==> src/rtl/clock_pkg.sv <==
// rtl/clock_pkg.sv - shared encodings, field widths and helpers for the clock sequencer
package clock_pkg;

   typedef enum logic [2:0] {
      ST_RUN     = 3'd0,
      ST_SET_HR  = 3'd1,
      ST_SET_MIN = 3'd2,
      ST_SET_SEC = 3'd3,
      ST_DONE    = 3'd4
   } state_t;

   localparam int SEC_W = 6;
   localparam int MIN_W = 6;
   localparam int HR_W  = 5;

   // Bits needed to hold 0..value-1; never less than one.
   function automatic int clog2(input int value);
      int w;
      w = 0;
      for (int v = value - 1; v > 0; v = v >> 1) begin
         w++;
      end
      return (w < 1) ? 1 : w;
   endfunction

endpackage

==> src/rtl/tick_gen.sv <==
// rtl/tick_gen.sv - prescaler that emits a one-cycle tick every DIV clocks, with synchronous clear
module tick_gen
   import clock_pkg::*;
#(
   parameter int DIV = 10
) (
   input  logic clk,
   input  logic rst,
   input  logic clear,
   output logic tick
);

   localparam int            CW   = clog2(DIV);
   localparam logic [CW-1:0] LAST = CW'(DIV - 1);

   logic [CW-1:0] count;

   always_ff @(posedge clk or posedge rst) begin
      if (rst) begin
         count <= '0;
      end else if (clear || count == LAST) begin
         count <= '0;
      end else begin
         count <= count + CW'(1);
      end
   end

   // Clear holds the count at zero so a resumed second is always a full one.
   assign tick = !clear && (count == LAST);

endmodule

==> src/rtl/clock_seq_ctrl.sv <==
// rtl/clock_seq_ctrl.sv - sequencer for the cascaded sec/min/hr counters of the up/down clock
module clock_seq_ctrl
   import clock_pkg::*;
#(
   parameter int CLK_HZ  = 50_000_000,
   parameter int TICK_HZ = 1,
   parameter int SEC_MAX = 59,
   parameter int MIN_MAX = 59,
   parameter int HR_MAX  = 23
) (
   input  logic            clk,
   input  logic            rst,
   input  logic            run,
   input  logic            dir,
   input  logic            btn_mode,
   input  logic            btn_inc,
   input  logic            btn_dec,
   input  logic [SEC_W-1:0] sec,
   input  logic [MIN_W-1:0] min,
   input  logic [HR_W-1:0]  hr,
   output logic            sec_en,
   output logic            min_en,
   output logic            hr_en,
   output logic            up,
   output logic [2:0]      state,
   output logic            done
);

   localparam int               DIV      = CLK_HZ / TICK_HZ;
   localparam logic [SEC_W-1:0] SEC_LAST = SEC_W'(SEC_MAX);
   localparam logic [MIN_W-1:0] MIN_LAST = MIN_W'(MIN_MAX);

   if (DIV < 2 || HR_MAX < 1) begin : g_bad_cfg
      $error("clock_seq_ctrl: CLK_HZ/TICK_HZ must be >= 2 and HR_MAX >= 1");
   end

   state_t st;
   logic   mode_q, inc_q, dec_q;
   logic   mode_e, inc_e, dec_e;
   logic   tick;
   logic   sec_wrap, min_wrap, all_zero;

   assign state = st;

   tick_gen #(.DIV(DIV)) u_tick_gen (
      .clk   (clk),
      .rst   (rst),
      .clear (st != ST_RUN || !run),
      .tick  (tick)
   );

   // Carry conditions depend on the direction the counters are about to step.
   assign sec_wrap = dir ? (sec == SEC_LAST) : (sec == '0);
   assign min_wrap = dir ? (min == MIN_LAST) : (min == '0);
   assign all_zero = (sec == '0) && (min == '0) && (hr == '0);

   always_ff @(posedge clk or posedge rst) begin
      if (rst) begin
         st     <= ST_RUN;
         sec_en <= 1'b0;
         min_en <= 1'b0;
         hr_en  <= 1'b0;
         up     <= 1'b1;
         done   <= 1'b0;
         mode_q <= 1'b0;
         inc_q  <= 1'b0;
         dec_q  <= 1'b0;
         mode_e <= 1'b0;
         inc_e  <= 1'b0;
         dec_e  <= 1'b0;
      end else begin
         sec_en <= 1'b0;
         min_en <= 1'b0;
         hr_en  <= 1'b0;
         mode_q <= btn_mode;
         inc_q  <= btn_inc;
         dec_q  <= btn_dec;
         mode_e <= btn_mode & ~mode_q;
         inc_e  <= btn_inc & ~inc_q;
         dec_e  <= btn_dec & ~dec_q;

         case (st)
            ST_RUN: begin
               if (tick) begin
                  up <= dir;
                  if (dir || !all_zero) begin
                     sec_en <= 1'b1;
                     min_en <= sec_wrap;
                     hr_en  <= sec_wrap && min_wrap;
                  end else if (!mode_e) begin
                     st   <= ST_DONE;
                     done <= 1'b1;
                  end
               end
               if (mode_e) begin
                  st <= ST_SET_HR;
               end
            end
            ST_SET_HR, ST_SET_MIN, ST_SET_SEC: begin
               if (mode_e) begin
                  st <= (st == ST_SET_HR)  ? ST_SET_MIN :
                        (st == ST_SET_MIN) ? ST_SET_SEC : ST_RUN;
               end else if (inc_e ^ dec_e) begin
                  up     <= inc_e;
                  hr_en  <= (st == ST_SET_HR);
                  min_en <= (st == ST_SET_MIN);
                  sec_en <= (st == ST_SET_SEC);
               end
            end
            ST_DONE: begin
               if (mode_e) begin
                  st   <= ST_SET_HR;
                  done <= 1'b0;
               end
            end
            default: begin
               st   <= ST_RUN;
               done <= 1'b0;
            end
         endcase
      end
   end

endmodule

==> config.mk <==
export PLATFORM = sky130hd
export DESIGN_NAME = clock_seq_ctrl
export DESIGN_NICKNAME = d
export VERILOG_FILES = /design/src/rtl/clock_pkg.sv /design/src/rtl/tick_gen.sv /design/src/rtl/clock_seq_ctrl.sv
export SDC_FILE = /design/constraint.sdc
export NUM_CORES = 1
export LEC_CHECK = 0
export ABC_AREA = 1
export CAP_MARGIN = 15
export CORE_AREA = 8 8 82 84
export DETAILED_ROUTE_END_ITERATION = 7
export DIE_AREA = 0 0 90 92
export PLACE_DENSITY = 0.63
export RECOVER_POWER = 50
export REMOVE_ABC_BUFFERS = 1
export SLEW_MARGIN = 10
export SYNTH_ARGS = -nofsm -noshare
export SYNTH_HDL_FRONTEND = slang
export SYNTH_SLANG_ARGS = --single-unit
==> constraint.sdc <==
create_clock -name clk -period 2.3 [get_ports clk]
set_clock_uncertainty 0.1 [all_clocks]
set_input_delay 0.23 -clock clk [delete_from_list [all_inputs] [get_ports clk]]
set_output_delay 0.23 -clock clk [all_outputs]
set_load 0.01 [all_outputs]
Word-level counts from Yosys, hierarchy flattened

Index checks and enable logic that the tools add are counted.
W data, S select, Z words.

Flip-flop bits (word level): 40
Logic and storage cells: 93

Add/sub/neg operators: 1
Equality and inequality tests: 16
Mux-type cells: 35
Bitwise gates (word level): 8
Reductions and logical operators: 20

Operators with widths:

| kind                    | count |
|---|---|
| $add A26 B1 Y26 const B | 1 |
| $eq A26 B26 Y1 const B  | 1 |
| $mux W26                | 1 |
| $mux W1                 | 21 |
| $mux W3                 | 5 |
| $ne A2 B2 Y1 const B    | 7 |
| $eq A6 B6 Y1 const B    | 2 |
| $logic_not A6 Y1        | 2 |
| $pmux W3 S3             | 1 |
| $pmux W1 S2             | 4 |
| $reduce_and A4 Y1       | 2 |
| $eq A3 B2 Y1 const B    | 2 |
| $ne A3 B3 Y1 const B    | 2 |
| $logic_not A5 Y1        | 1 |
| $reduce_and A5 Y1       | 1 |
| $logic_and A1 B1 Y1     | 4 |
| $mux W2                 | 2 |
| $not A1 Y1              | 4 |
| $and A1 B1 Y1           | 3 |
| $eq A3 B1 Y1 const B    | 1 |
| $eq A3 B3 Y1 const B    | 1 |
| $logic_not A1 Y1        | 3 |
| $logic_not A3 Y1        | 1 |
| $logic_or A1 B1 Y1      | 3 |
| other kinds (5)         | 5 |

Depth between registers and ports, before layout

Word-level depth: 9
Mapped depth: 10
Gate-level depth less buffers: 10

By module

From an unflattened synthesis, not the netlist that was laid out.

Cells, all modules: 330
Area total of the unflattened synthesis: 2,414.8 um2

By module, submodules not included:

| module         | instances | cells each | area an instance (um2) |
|---|---|---|---|
| tick_gen       | 1         | 227        | 1,597.8 |
| clock_seq_ctrl | 1         | 103        | 817.0 |

Worst setup path before layout

No wires, ideal clock.

Path kind: reg-to-reg
Start: reg u_tick_gen.count[0]
End: reg u_tick_gen.count[12]
Setup time: 0.119 ns
Data arrival time: 1.312 ns
Required time: 2.081 ns
Slack: 0.769 ns
Cell stages (with the launch flop): 9
Path buffers: 0
Path through: dfrtp_1 -> ha_1 -> nand3_2 -> nor2_4 -> nand3_2 -> nor2_2 -> nand2_1 -> xor2_1 -> nor2_2

Longest elaborated chain between the ends: 3

Ends and longest elaborated chain:

| item                                                                    | line           | RTL |
|---|---|---|
| from (decl)                                                             | tick_gen.sv:16 | `logic [CW-1:0] count;` |
| from (signal assigned)                                                  | tick_gen.sv:24 | `count <= count + CW'(1);` |
| parallel branches: the longest is 2 deep, another holds $add A26 B1 Y26 | -              |  |
| $mux W26 (*)                                                            | tick_gen.sv:21 | `end else if (clear \|\| count == LAST) begin` |

Every way passes the cells marked *.
A chain may end at the register's enable or synchronous reset.

Worst setup path after layout

Start: reg u_tick_gen.count[0]
End: reg u_tick_gen.count[11]

Same word-level chain as after synthesis.

==> summary.md <==
| Metric | Value |
|---|---|
| Crit-path slowest cell | dfrtp_1 |
| 1st-pass router iterations | 4 |
| H-Tree Depth | 2 |
| Drt drc | 0 |
| P_int | 1270 uW |
| Routed WL | 5230 um |
| Min-delay worst type | flip-flop to flip-flop |
| GRT Resource Usage Total | 0.131 |
| CP Buf/Inv Count | 0 |
| CTS root buf | clkbuf_8 |
| RSZ-0062 raised after global routing | false |
| Setup CP Type | flip-flop to flip-flop |
| #FFs+latches synth | 40 |
| I/O Buffers | 31 |
| Pwr dens | 649 mW/mm^2 |
| Post-DP Area | 0.00275 mm^2 |
| Final period util | 0.766 |
| Die area | 0.00828 mm^2 |
| Pleak | 0.00121 uW |
| Fin. Hold Viols | 0 |
| Yosys cell types | 30 |
| Seq pwr share | 0.440 |
| Antenna cells | 0 |
| Die Y | 92 um |
| Pre-CTS WS | 0.458 ns |
| Largest stage delay on the critical path | 0.41 ns |
| Final min period | 1.76 ns |
| Max_slew headroom | 0.356 |
| Post-route ant nets | 0 |
| Simple-Gate Fraction of Synth Area | 0.435 |
| Vias in the first global route | 1,964 |
| Mux contribution to synthesized area | 0.00473 |
| Hold buffers post-CTS | 0 |
| Synth warnings | 0 |
| Max frequency | 568 MHz |
| Total negative setup slack | 0 ns |
| Synth top area cells | dfrtp_1 41%, nand2_1 12%, nor2_1 9.8% |
| Nets | 377 |
| Final Setup Violations | 0 |
| Via-to-Cell Ratio | 4.74 |
| Detailed Route Iter0 Violations | 113 |
| Setup ws final | 0.539 ns |
| Chip width | 90 um |
| Synth Area in XOR/XNOR | 0.0294 |
| Largest family of logic cells by synthesized area | simple AND/OR/NAND/NOR gates |
| Crit end category | flip-flop |
| TritonCTS buffer count | 5 |
| Share of Yosys cell area claimed by the top area cell type | 0.410 |
| Site Rows | 27 |
| Seq/Total Area, Yosys | 0.421 |
| Critical path, cell by cell | ha_1 -> nand3_2 -> nor2_1 -> nand2_2 -> nand2_4 -> a21oi_1 -> and2_1 |
| Max reg flops | 26 |
| Required time worst endpoint | 2.38 ns |
| Status | completed |
| Overflow after GRT | 0 |
| Design Area, Final | 0.00286 mm^2 |
| Global-route wire length before repair | 9110 um |
| Peak VDD IR | 0.000350 V |
| Initial antenna violation count | 0 |
| Final Util | 0.529 |
| I/O Pins | 32 |
| HPWL after DPL | 4060 um |
| Clk sinks | 40 |
| Largest register by flop count | u_tick_gen.count |
| Clock-pin slew on the worst setup and hold paths | 0.08 ns |
| Worst-Skew Late Latency | 0.29 ns |
| Largest net degree at the start of global routing | 41 |
| Top Family by Delay on Critical Path | simple AND/OR/NAND/NOR gates |
| Clock Power Share | 0.304 |
| Fin. max-slew vios | 0 |
| Post-CTS Resized | 0 |
| Avg WL per Cell | 12.3 um |
| Core Region | 0.00541 mm^2 |
| Switching power share of the total | 0.315 |
| Post-synthesis instance total | 316 |
| Max_cap viols | 0 |
| Most frequent cells in the layout | 74 x nand2_1, 62 x nor2_1, 40 x inv_1 |
| NetSw | 583 uW |
| Effective utilization at floorplan | 0.440 |
| Via count | 2,015 |
| Syn Area/Cell | 7.53 um^2 |
| Area share of fa/ha/maj cells after synthesis | 0.00526 |
| Max FO, Critical Path | 26 |
| Synth area leader | dfrtp_1 |
| Slew @ Worst Pin | 0.965 ns |
| Gp weighted congestion | 0.886 |
| Post-synthesis compound-gate area fraction | 0.0273 |
| Post CTS Setup Buffer Count | 0 |
| Maximum clock insertion buffer count | 2 |
| CP startpoint kind | flip-flop |
| Mapped cell area | 0.00238 mm^2 |
| Power share of the combinational group | 0.256 |
| CTS tree | built |
| Critical path arrival | 1.84 ns |
| Commonest non-fill, non-tap cell in the layout | nand2_1 |
| Synthesis-to-layout area growth | 20.1% |
| Share of cells above drive strength 1 | 0.116 |
==> cell families after synthesis <==
kind of cell    after synthesis
flops                        40
fa+ha+maj                     1
mux                           1
compound gates               11
buf+inv                      43
simple gates                212
xor+xnor                      8
==> layout make-up <==
class | count | area (um^2)
clock buffers | 6 | 72.6
clock inverters | 2 | 35.0
inverters | 40 | 150
fillers | 540 | 2550
repair buffers | 32 | 315
well taps | 72 | 90.1
flip-flops and latches | 40 | 1000
multi-input cells | 233 | 1190
==> per-stage QoR <==
stage | hold WS (ns) | instances | total power (uW)
after floorplan | 0.161 | 313 | 1130
after detailed placement | 0.282 | 417 | 1310
after CTS | 0.273 | 425 | 1890
after global routing | 0.301 | 425 | 1970
after global placement | 0.281 | 417 | 1310
final | 0.290 | 425 | 1850
==> final timing paths <==
| path | from | endpoint | slack, ns | cells past startpoint |
|---|---|---|---|---|
| max reg2reg | u_tick_gen.count[0] | u_tick_gen.count[11] | 0.54 | 7 |
| max in group asynchronous | rst | u_tick_gen.count[16] | 0.93 | 3 |
| min reg2reg | dec_q | dec_e | 0.29 | 1 |
| min in group asynchronous | rst | u_tick_gen.count[20] | 0.57 | 3 |
| max | u_tick_gen.count[0] | u_tick_gen.count[11] | 0.54 | 7 |
| min | dec_q | dec_e | 0.29 | 1 |
==> routing by layer <==
metal  track usage  vias up  wire, um  part of all wire
li1              -     1070         -                 -
met1         0.179      906      2730              0.52
met2         0.202       34      2250              0.43
met3        0.0277        5       204             0.039
met4        0.0458        0        50            0.0096
met5             0        -         0                 0
==> cell usage after synthesis, drive strengths merged <==
| cell | count |
|---|---|
| buf | 3 |
| nor2 | 73 |
| o22ai | 2 |
| xor2 | 5 |
| ha | 1 |
| a211oi | 1 |
| mux2 | 1 |
| nand3 | 25 |
| inv | 40 |
| nand2 | 80 |
| nor4 | 1 |
| nand3b | 2 |
| or2 | 2 |
| nor3 | 14 |
| nor3b | 4 |
| dfstp | 1 |
| xnor2 | 3 |
| dfrtp | 39 |
| o21ai | 3 |
| a21oi | 5 |
| and2 | 1 |
| nand4 | 10 |
==> power by group through the flow <==
stage / registers [uW] / logic (uW) / clock network (uW)
after floorplan: 835 / 293 / 0
after global placement: 830 / 481 / 0
after detailed placement: 831 / 483 / 0
after CTS: 817 / 484 / 586
after global routing: 826 / 541 / 605
final: 817 / 474 / 564
No activity file was read; power rests on OpenSTA's default activity.
